--- config.mk ---
export PLATFORM = sky130hd
export DESIGN_NAME = time_display_scanner
export DESIGN_NICKNAME = d
export VERILOG_FILES = /design/src/rtl/time_display_scanner.sv
export SDC_FILE = /design/constraint.sdc
export NUM_CORES = 1
export LEC_CHECK = 0
export CORE_ASPECT_RATIO = 0.5
export CORE_MARGIN = 2
export CORE_UTILIZATION = 40
export CTS_BUF_LIST = sky130_fd_sc_hd__clkbuf_8
export DETAILED_ROUTE_END_ITERATION = 6
export GPL_TIMING_DRIVEN = 0
export SKIP_CTS_REPAIR_TIMING = 1
export SLEW_MARGIN = 20
export SYNTH_ARGS = -nofsm -noshare
export SYNTH_HDL_FRONTEND = slang
export SYNTH_SLANG_ARGS = --single-unit
--- constraint.sdc ---
create_clock -name clk -period 2.64 [get_ports clk]
set_input_delay 0.66 -clock clk [delete_from_list [all_inputs] [get_ports clk]]
set_output_delay 0.66 -clock clk [all_outputs]
set_load 0.005 [all_outputs]
--- src/rtl/time_display_scanner.sv ---
// Six-digit multiplexed seven-segment scanner for packed-BCD hh:mm:ss.
// Ports: clk, reset (async, active-high), load, hh/mm/ss in; an, seg, dp, err, frame out.
// Define DISPLAY_BLINK_EN to blink the separators at the seconds rate.
module time_display_scanner #(
  parameter int SCAN_DIV = 1000
) (
  input  logic       clk,
  input  logic       reset,
  input  logic       load,
  input  logic [7:0] hh,
  input  logic [7:0] mm,
  input  logic [7:0] ss,
  output logic [5:0] an,
  output logic [6:0] seg,
  output logic       dp,
  output logic       err,
  output logic       frame
);

  localparam int PCW = (SCAN_DIV > 1) ? $clog2(SCAN_DIV) : 1;
  localparam logic [PCW-1:0] PC_LAST = PCW'(SCAN_DIV - 1);

  logic [PCW-1:0] pc_q, pc_d;
  logic [2:0]     di_q, di_d;
  logic           wrap_q, wrap_d;
  logic [7:0]     sh_h_q, sh_h_d;
  logic [7:0]     sh_m_q, sh_m_d;
  logic [7:0]     sh_s_q, sh_s_d;
  logic           vh_q, vh_d;
  logic           vm_q, vm_d;
  logic           vs_q, vs_d;
  logic           err_q, err_d;
  logic [5:0]     an_q, an_d;
  logic [6:0]     seg_q, seg_d;
  logic           dp_q, dp_d;
  logic           frame_q, frame_d;

  logic [3:0] nib;
  logic       nib_ok;
  logic       sep;

  function automatic logic hh_ok(input logic [7:0] v);
    return (v[7:4] <= 4'd9) && (v[3:0] <= 4'd9) && (v <= 8'h23);
  endfunction

  function automatic logic ms_ok(input logic [7:0] v);
    return (v[7:4] <= 4'd5) && (v[3:0] <= 4'd9);
  endfunction

  function automatic logic [6:0] dec7(input logic [3:0] d);
    logic [6:0] s;
    case (d)
      4'd0:    s = 7'h40;
      4'd1:    s = 7'h79;
      4'd2:    s = 7'h24;
      4'd3:    s = 7'h30;
      4'd4:    s = 7'h19;
      4'd5:    s = 7'h12;
      4'd6:    s = 7'h02;
      4'd7:    s = 7'h78;
      4'd8:    s = 7'h00;
      4'd9:    s = 7'h10;
      default: s = 7'h7F;
    endcase
    return s;
  endfunction

  always_comb begin
    pc_d   = pc_q + 1'b1;
    di_d   = di_q;
    wrap_d = 1'b0;
    if (pc_q == PC_LAST) begin
      pc_d = '0;
      if (di_q == 3'd5) begin
        di_d   = 3'd0;
        wrap_d = 1'b1;
      end else begin
        di_d = di_q + 3'd1;
      end
    end

    sh_h_d = sh_h_q;
    sh_m_d = sh_m_q;
    sh_s_d = sh_s_q;
    vh_d   = vh_q;
    vm_d   = vm_q;
    vs_d   = vs_q;
    err_d  = err_q;
    if (load) begin
      sh_h_d = hh;
      sh_m_d = mm;
      sh_s_d = ss;
      vh_d   = hh_ok(hh);
      vm_d   = ms_ok(mm);
      vs_d   = ms_ok(ss);
      err_d  = ~(hh_ok(hh) & ms_ok(mm) & ms_ok(ss));
    end

    nib    = 4'hF;
    nib_ok = 1'b0;
    case (di_q)
      3'd0: begin nib = sh_h_q[7:4]; nib_ok = vh_q; end
      3'd1: begin nib = sh_h_q[3:0]; nib_ok = vh_q; end
      3'd2: begin nib = sh_m_q[7:4]; nib_ok = vm_q; end
      3'd3: begin nib = sh_m_q[3:0]; nib_ok = vm_q; end
      3'd4: begin nib = sh_s_q[7:4]; nib_ok = vs_q; end
      3'd5: begin nib = sh_s_q[3:0]; nib_ok = vs_q; end
      default: ;
    endcase

    an_d  = ~(6'b000001 << di_q);
    seg_d = nib_ok ? dec7(nib) : 7'h7F;
    sep   = (di_q == 3'd1) || (di_q == 3'd3);
`ifdef DISPLAY_BLINK_EN
    dp_d  = ~(sep & vs_q & ~sh_s_q[0]);
`else
    dp_d  = ~sep;
`endif
    // wrap_q marks that di just returned to 0, so this edge shows digit 0 of a new scan
    frame_d = wrap_q;
  end

  always_ff @(posedge clk or posedge reset) begin
    if (reset) begin
      pc_q    <= '0;
      di_q    <= 3'd0;
      wrap_q  <= 1'b0;
      sh_h_q  <= 8'h00;
      sh_m_q  <= 8'h00;
      sh_s_q  <= 8'h00;
      vh_q    <= 1'b1;
      vm_q    <= 1'b1;
      vs_q    <= 1'b1;
      err_q   <= 1'b0;
      an_q    <= 6'h3F;
      seg_q   <= 7'h7F;
      dp_q    <= 1'b1;
      frame_q <= 1'b0;
    end else begin
      pc_q    <= pc_d;
      di_q    <= di_d;
      wrap_q  <= wrap_d;
      sh_h_q  <= sh_h_d;
      sh_m_q  <= sh_m_d;
      sh_s_q  <= sh_s_d;
      vh_q    <= vh_d;
      vm_q    <= vm_d;
      vs_q    <= vs_d;
      err_q   <= err_d;
      an_q    <= an_d;
      seg_q   <= seg_d;
      dp_q    <= dp_d;
      frame_q <= frame_d;
    end
  end

  assign an    = an_q;
  assign seg   = seg_q;
  assign dp    = dp_q;
  assign err   = err_q;
  assign frame = frame_q;

endmodule

---- Word level (Yosys, flattened, before mapping) ----
Memory sizes are Yosys's and may differ from the RTL's.
Index checks and enable logic that the tools add are counted.
cells by class
  reduce and logical (&&, ||, !) cells .... 9
  equal/unequal tests ..................... 6
  add/sub/neg operators ................... 2
  muxes and demuxes ....................... 7
  shift operators ......................... 1
  bitwise operators ....................... 5
  magnitude comparators ................... 7
operators by type and width
  operator                                                               count
  4-bit one-hot mux with 6 select lines                                  1
  4-bit <= comparator, second input constant                             4
  10-bit by 1-bit adder with 10-bit output, second input constant        1
  10-bit == test, second input constant                                  1
  10-bit two-way mux                                                     1
  4-bit by 3-bit <= comparator with 1-bit output, second input constant  2
  8-bit by 6-bit <= comparator with 1-bit output, second input constant  1
  7-bit two-way mux                                                      1
  3-bit by 2-bit == test with 1-bit output, second input constant        2
  3-bit == test, second input constant                                   2
  6-bit NOT                                                              1
  2-bit OR reduction                                                     3
  1-bit by 3-bit left shift with 6-bit output, first input constant      1
  1-bit logical AND                                                      4
  3-bit by 1-bit adder with 3-bit output, second input constant          1
  3-bit by 1-bit == test with 1-bit output, second input constant        1
  3-bit zero test                                                        1
  3-bit two-way mux                                                      1
  1-bit one-hot mux with 3 select lines                                  1
  1-bit bitwise AND                                                      2
  1-bit two-way mux                                                      2
  1-bit NOT                                                              2
  1-bit logical OR                                                       1
storage, ports and cells
  bits in registers ....................... 57
  memories kept ........................... 1
  input bits .............................. 27
  output and inout bits ................... 16
  bits in read-only memories .............. 112
memories
  memory            depth  bits a word  read ports  clocked after Yosys merged registers in  write ports  RTL line  source
  (name not given)  16     7            1           0                                        0            52        case (d)

---- Depth between registers and ports, before layout ----
  depth in word-level cells ............... 6
  mapped depth ............................ 11
  gate-level depth less buffers ........... 9

---- Worst setup path before layout ----
No wires, ideal clock.
  kind .................................... register -> register
  from .................................... register di_q[2]
  to ...................................... register seg_q[0], in the netlist seg[0]
  data required time ...................... 2573 ps
  buffers on the path ..................... 2
  data arrival time ....................... 2276 ps
  library setup time ...................... 67 ps
  cell stages (with the launch flop) ...... 10
  period minus slack after synthesis ...... 2343 ps
  setup slack ............................. 297 ps
  path through ............................ dfrtp_1 > buf_6 > buf_4 > inv_1 > ha_1 > nor2b_1 > nor2b_1 > a2111o_1 > or4b_1 > nand4_1
between the ends
  longest elaborated chain between the ends .. 4
ends and longest elaborated chain
  element                                                                      RTL line  source
  from (decl)                                                                  24        logic [2:0] di_q, di_d;
  from (signal assigned)                                                       141       di_q <= di_d;
  3-bit == test, or another cell as far along                                  101       case (di_q)
  4-bit one-hot mux with 6 select lines or 2-bit OR reduction (tied branches)  n/a
  memory 16 x 7 bit or 1-bit one-hot mux with 3 select lines (tied branches)   n/a
  7-bit two-way mux (*)                                                        112       seg_d = nib_ok ? dec7(nib) : 7'h7F;
  net seg_d[0]                                                                 34        logic [6:0] seg_q, seg_d;
  to (signal assigned)                                                         151       seg_q <= seg_d;
  to (decl)                                                                    34
The timed path passes the listed nets; every way through them passes the cells marked *.
A chain may end at the register's enable or synchronous reset.

---- Final worst setup path ----
Ends and elaborated chain as after synthesis.

==> results_tabular.tex <==
\begin{tabular}{lr}
\hline
Metric & Value \\
\hline
\multicolumn{2}{l}{\textbf{Synthesis}} \\
Post-Synthesis Cell Area & 2590 um\^{}2 \\
Cell count after synthesis & 221 \\
Mean cell area of the mapped netlist & 11.7 um\^{}2 \\
Count of distinct cell types in the synthesized netlist & 42 \\
Most frequent cells after synthesis & 40 x dfrtp\_1, 25 x mux2\_2, 18 x nor2\_1 \\
Cell with the most instances after synthesis & dfrtp\_1 \\
Share of flip-flops with an asynchronous set or reset & 100\% \\
Number of flops mapped to enable cells by yosys & 0 \\
Ys flop type & dfrtp\_1 \\
Synthesized netlist net count & 253 \\
Yosys top cell area share & 38.6\% \\
Flops \& latches, synth & 57 \\
Warnings, synthesis & 0 \\
Cells taking the most area after synthesis & dfrtp\_1 39\%, dfstp\_2 17\%, mux2\_2 11\% \\
Fraction of the yosys area taken by sequential cells & 55.8\% \\
Most area-hungry cell type in the Yosys netlist & dfrtp\_1 \\
\multicolumn{2}{l}{\textbf{Detailed routing}} \\
Number of DRC violations after detailed routing & 0 \\
Remaining antenna violation count & 0 \\
Detail-routed via count per cell & 5.07 \\
Starting DRC count in detailed routing & 94 \\
Routed wirelength normalized by instance count & 15.0 um \\
Vias after detailed routing & 1,860 \\
Number of iterations in the first detailed-routing pass & 4 \\
DRT Wirelength & 5520 um \\
\multicolumn{2}{l}{\textbf{Hold path}} \\
Worst hold path type & reg -> reg \\
\multicolumn{2}{l}{\textbf{Clocking}} \\
Sinks on the clock net & 57 \\
Number of buffers on the longest clock path & 2 \\
Number of CTS-inserted buffers & 9 \\
Root buf cell & clkbuf\_8 \\
Number of levels the H-tree was split into & 3 \\
Clock edge transition at the registers on the reported setup and hold paths & 0.06 ns \\
Insertion delay to the later sink of the worst-skew pair & 0.34 ns \\
Clock tree from TritonCTS & yes \\
\multicolumn{2}{l}{\textbf{STA}} \\
Final Setup Violations & 0 \\
Largest clock skew in the final design & 0.0103 ns \\
Fin crit period & 2.54 ns \\
Top achievable clock speed & 0.394 GHz \\
Share of the cycle needed by the critical path after routing & 96.2\% \\
Worst Tran Pin Value & 0.688 ns \\
Fin. max-slew vios & 0 \\
Total count of hold-check failures in the final report & 0 \\
Worst-case headroom to the max-slew limit & 54.1\% \\
\multicolumn{2}{l}{\textbf{Power}} \\
Lkg Pwr & 1.35 nW \\
Worst-case vdd ir drop & 0.256 mV \\
Pwr Total & 1.96 mW \\
Total power per unit cell area & 583 nW/um\^{}2 \\
\multicolumn{2}{l}{\textbf{Global route}} \\
Vias in the first global route & 1,820 \\
Global-route wire length before repair & 9020 um \\
GR Overflow Total & 0 \\
Total routing usage reported by global routing & 16.9\% \\
Number of antenna violations at the first check in global routing & 0 \\
Pin count of the biggest net entering global routing & 58 \\
\multicolumn{2}{l}{\textbf{Die}} \\
\# rows & 20 \\
Starting density of the core & 42.1\% \\
Die extent in y & 60.9 um \\
Count of boundary I/O pins & 43 \\
Die Width & 118 um \\
Die outline area & 7180 um\^{}2 \\
Core area & 6160 um\^{}2 \\
\multicolumn{2}{l}{\textbf{Finish}} \\
Layout overhead on the synthesized area & 29.3\% \\
Number of nets in the layout & 306 \\
Share of final-layout standard cells stronger than drive strength 1 & 23.7\% \\
Number of fill cells in the layout & 557 \\
Antenna cells & 0 \\
Non-filler instance count after layout & 367 \\
\multicolumn{2}{l}{\textbf{Placed design}} \\
Placer congestion estimate & 0.766 \\
Total placed cells including tap cells & 351 \\
Port Buffer Count & 42 \\
Final HPWL DP & 3900 um \\
\multicolumn{2}{l}{\textbf{Worst setup path}} \\
Worst Setup Start Kind & flip-flop \\
Crit path arrival time & 2.81 ns \\
Path type of the worst setup path & reg -> reg \\
Setup crit end kind & flip-flop \\
Required arrival time at the worst endpoint & 2.91 ns \\
Highest net fanout along the worst path & 10 \\
R2R setup slack & 0.1 ns \\
\multicolumn{2}{l}{\textbf{Flow run}} \\
Number of maximum-capacitance violations & 0 \\
\multicolumn{2}{l}{\textbf{Run status}} \\
Run status & finished, final reports clean \\
\hline
\end{tabular}
where the power goes:
| group | internal, mW | leakage, nW | switching (mW) |
|---|---|---|---|
| clock network | 0.477 | 0.112 | 0.329 |
| logic | 0.107 | 0.578 | 0.0928 |
| registers | 0.927 | 0.663 | 0.0235 |
cells by family after synthesis:
family | count (synthesis) | synth area share (%)
xor+xnor | 8 | 2.70
simple gates | 63 | 12.3
mux | 32 | 13.7
compound gates | 35 | 9.41
flops | 57 | 55.8
buf+inv | 21 | 3.57
fa+ha+maj | 5 | 2.41
worst max-delay path, cell delays in order (launching register included):
cell	delay (ns)
dfrtp_1	0.40
buf_6	0.16
buf_4	0.18
inv_1	0.16
ha_4	0.21
nor2b_2	0.07
nor2b_4	0.13
a2111o_1	0.52
or4b_1	0.53
nand4_1	0.11
routing by layer:
layer	GRT usage [%]	wire (um)	vias to the layer above
li1	-	-	879
met1	21.5	2660	927
met2	27.1	2460	43
met3	5.55	269	11
met4	8.26	123	0
met5	0	0	-
flip-flops by register name (all words and copies together) (netlist names):
| signal | cells |
|---|---|
| an | 6 |
| di_q | 3 |
| dp | 1 |
| err | 1 |
| frame | 1 |
| frame_d | 1 |
| pc_q | 10 |
| seg | 7 |
| sh_h_q | 8 |
| sh_m_q | 8 |
| sh_s_q | 8 |
| vh_q | 1 |
| vm_q | 1 |
| vs_q | 1 |
metrics by stage:
step	util [%]	setup slack [ns]	cell area, um^2	hold slack (ns)	TNS, ns
finish	54.5	0.0993	3350	0.368	0
global route	54.5	-0.00441	3350	0.382	-0.00441
CTS	54.0	-0.139	3330	0.374	-0.378
detailed placement	50.8	-0.144	3130	0.360	-0.400
global placement	50.8	-0.384	3120	0.365	-15.44
floorplan	-	0.297	2590	0.331	0
area by class of cell:
class / count / area (um^2) / share of cell area (%)
buffer: 9 / 47.5 / 1.42
clock inverter: 5 / 47.5 / 1.42
clock buffer: 11 / 151 / 4.51
tap: 88 / 110 / 3.28
multi-input combinational: 143 / 1080 / 32.3
timing repair buffer: 42 / 420 / 12.5
inverter: 12 / 47.5 / 1.42
sequential: 57 / 1450 / 43.2
cells in the final DEF (no fill, tap or decap), types with 4 or more instances in the layout:
| cell type | instances |
|---|---|
| clkbuf_8 | 11 |
| xor2_1 | 4 |
| nor2_1 | 18 |
| nand3_1 | 8 |
| o21ai_0 | 11 |
| nand2_1 | 11 |
| dfrtp_1 | 40 |
| mux2i_1 | 6 |
| nor2b_1 | 6 |
| a21oi_1 | 6 |
| clkdlybuf4s50_1 | 42 |
| ha_1 | 4 |
| inv_1 | 13 |
| dfstp_2 | 17 |
| mux2_2 | 25 |
| xnor2_1 | 4 |
worst paths after layout:
kind	start	cells after the start	end
hold / removal	frame_d	0	frame
min in group asynchronous	reset	2	pc_q[2]
setup / recovery	di_q[2]	9	seg[0]
setup reg to reg	di_q[2]	9	seg[0]
hold reg to reg	frame_d	0	frame
max in group asynchronous	reset	2	sh_m_q[6]
Power figures use the tool's default switching activity.
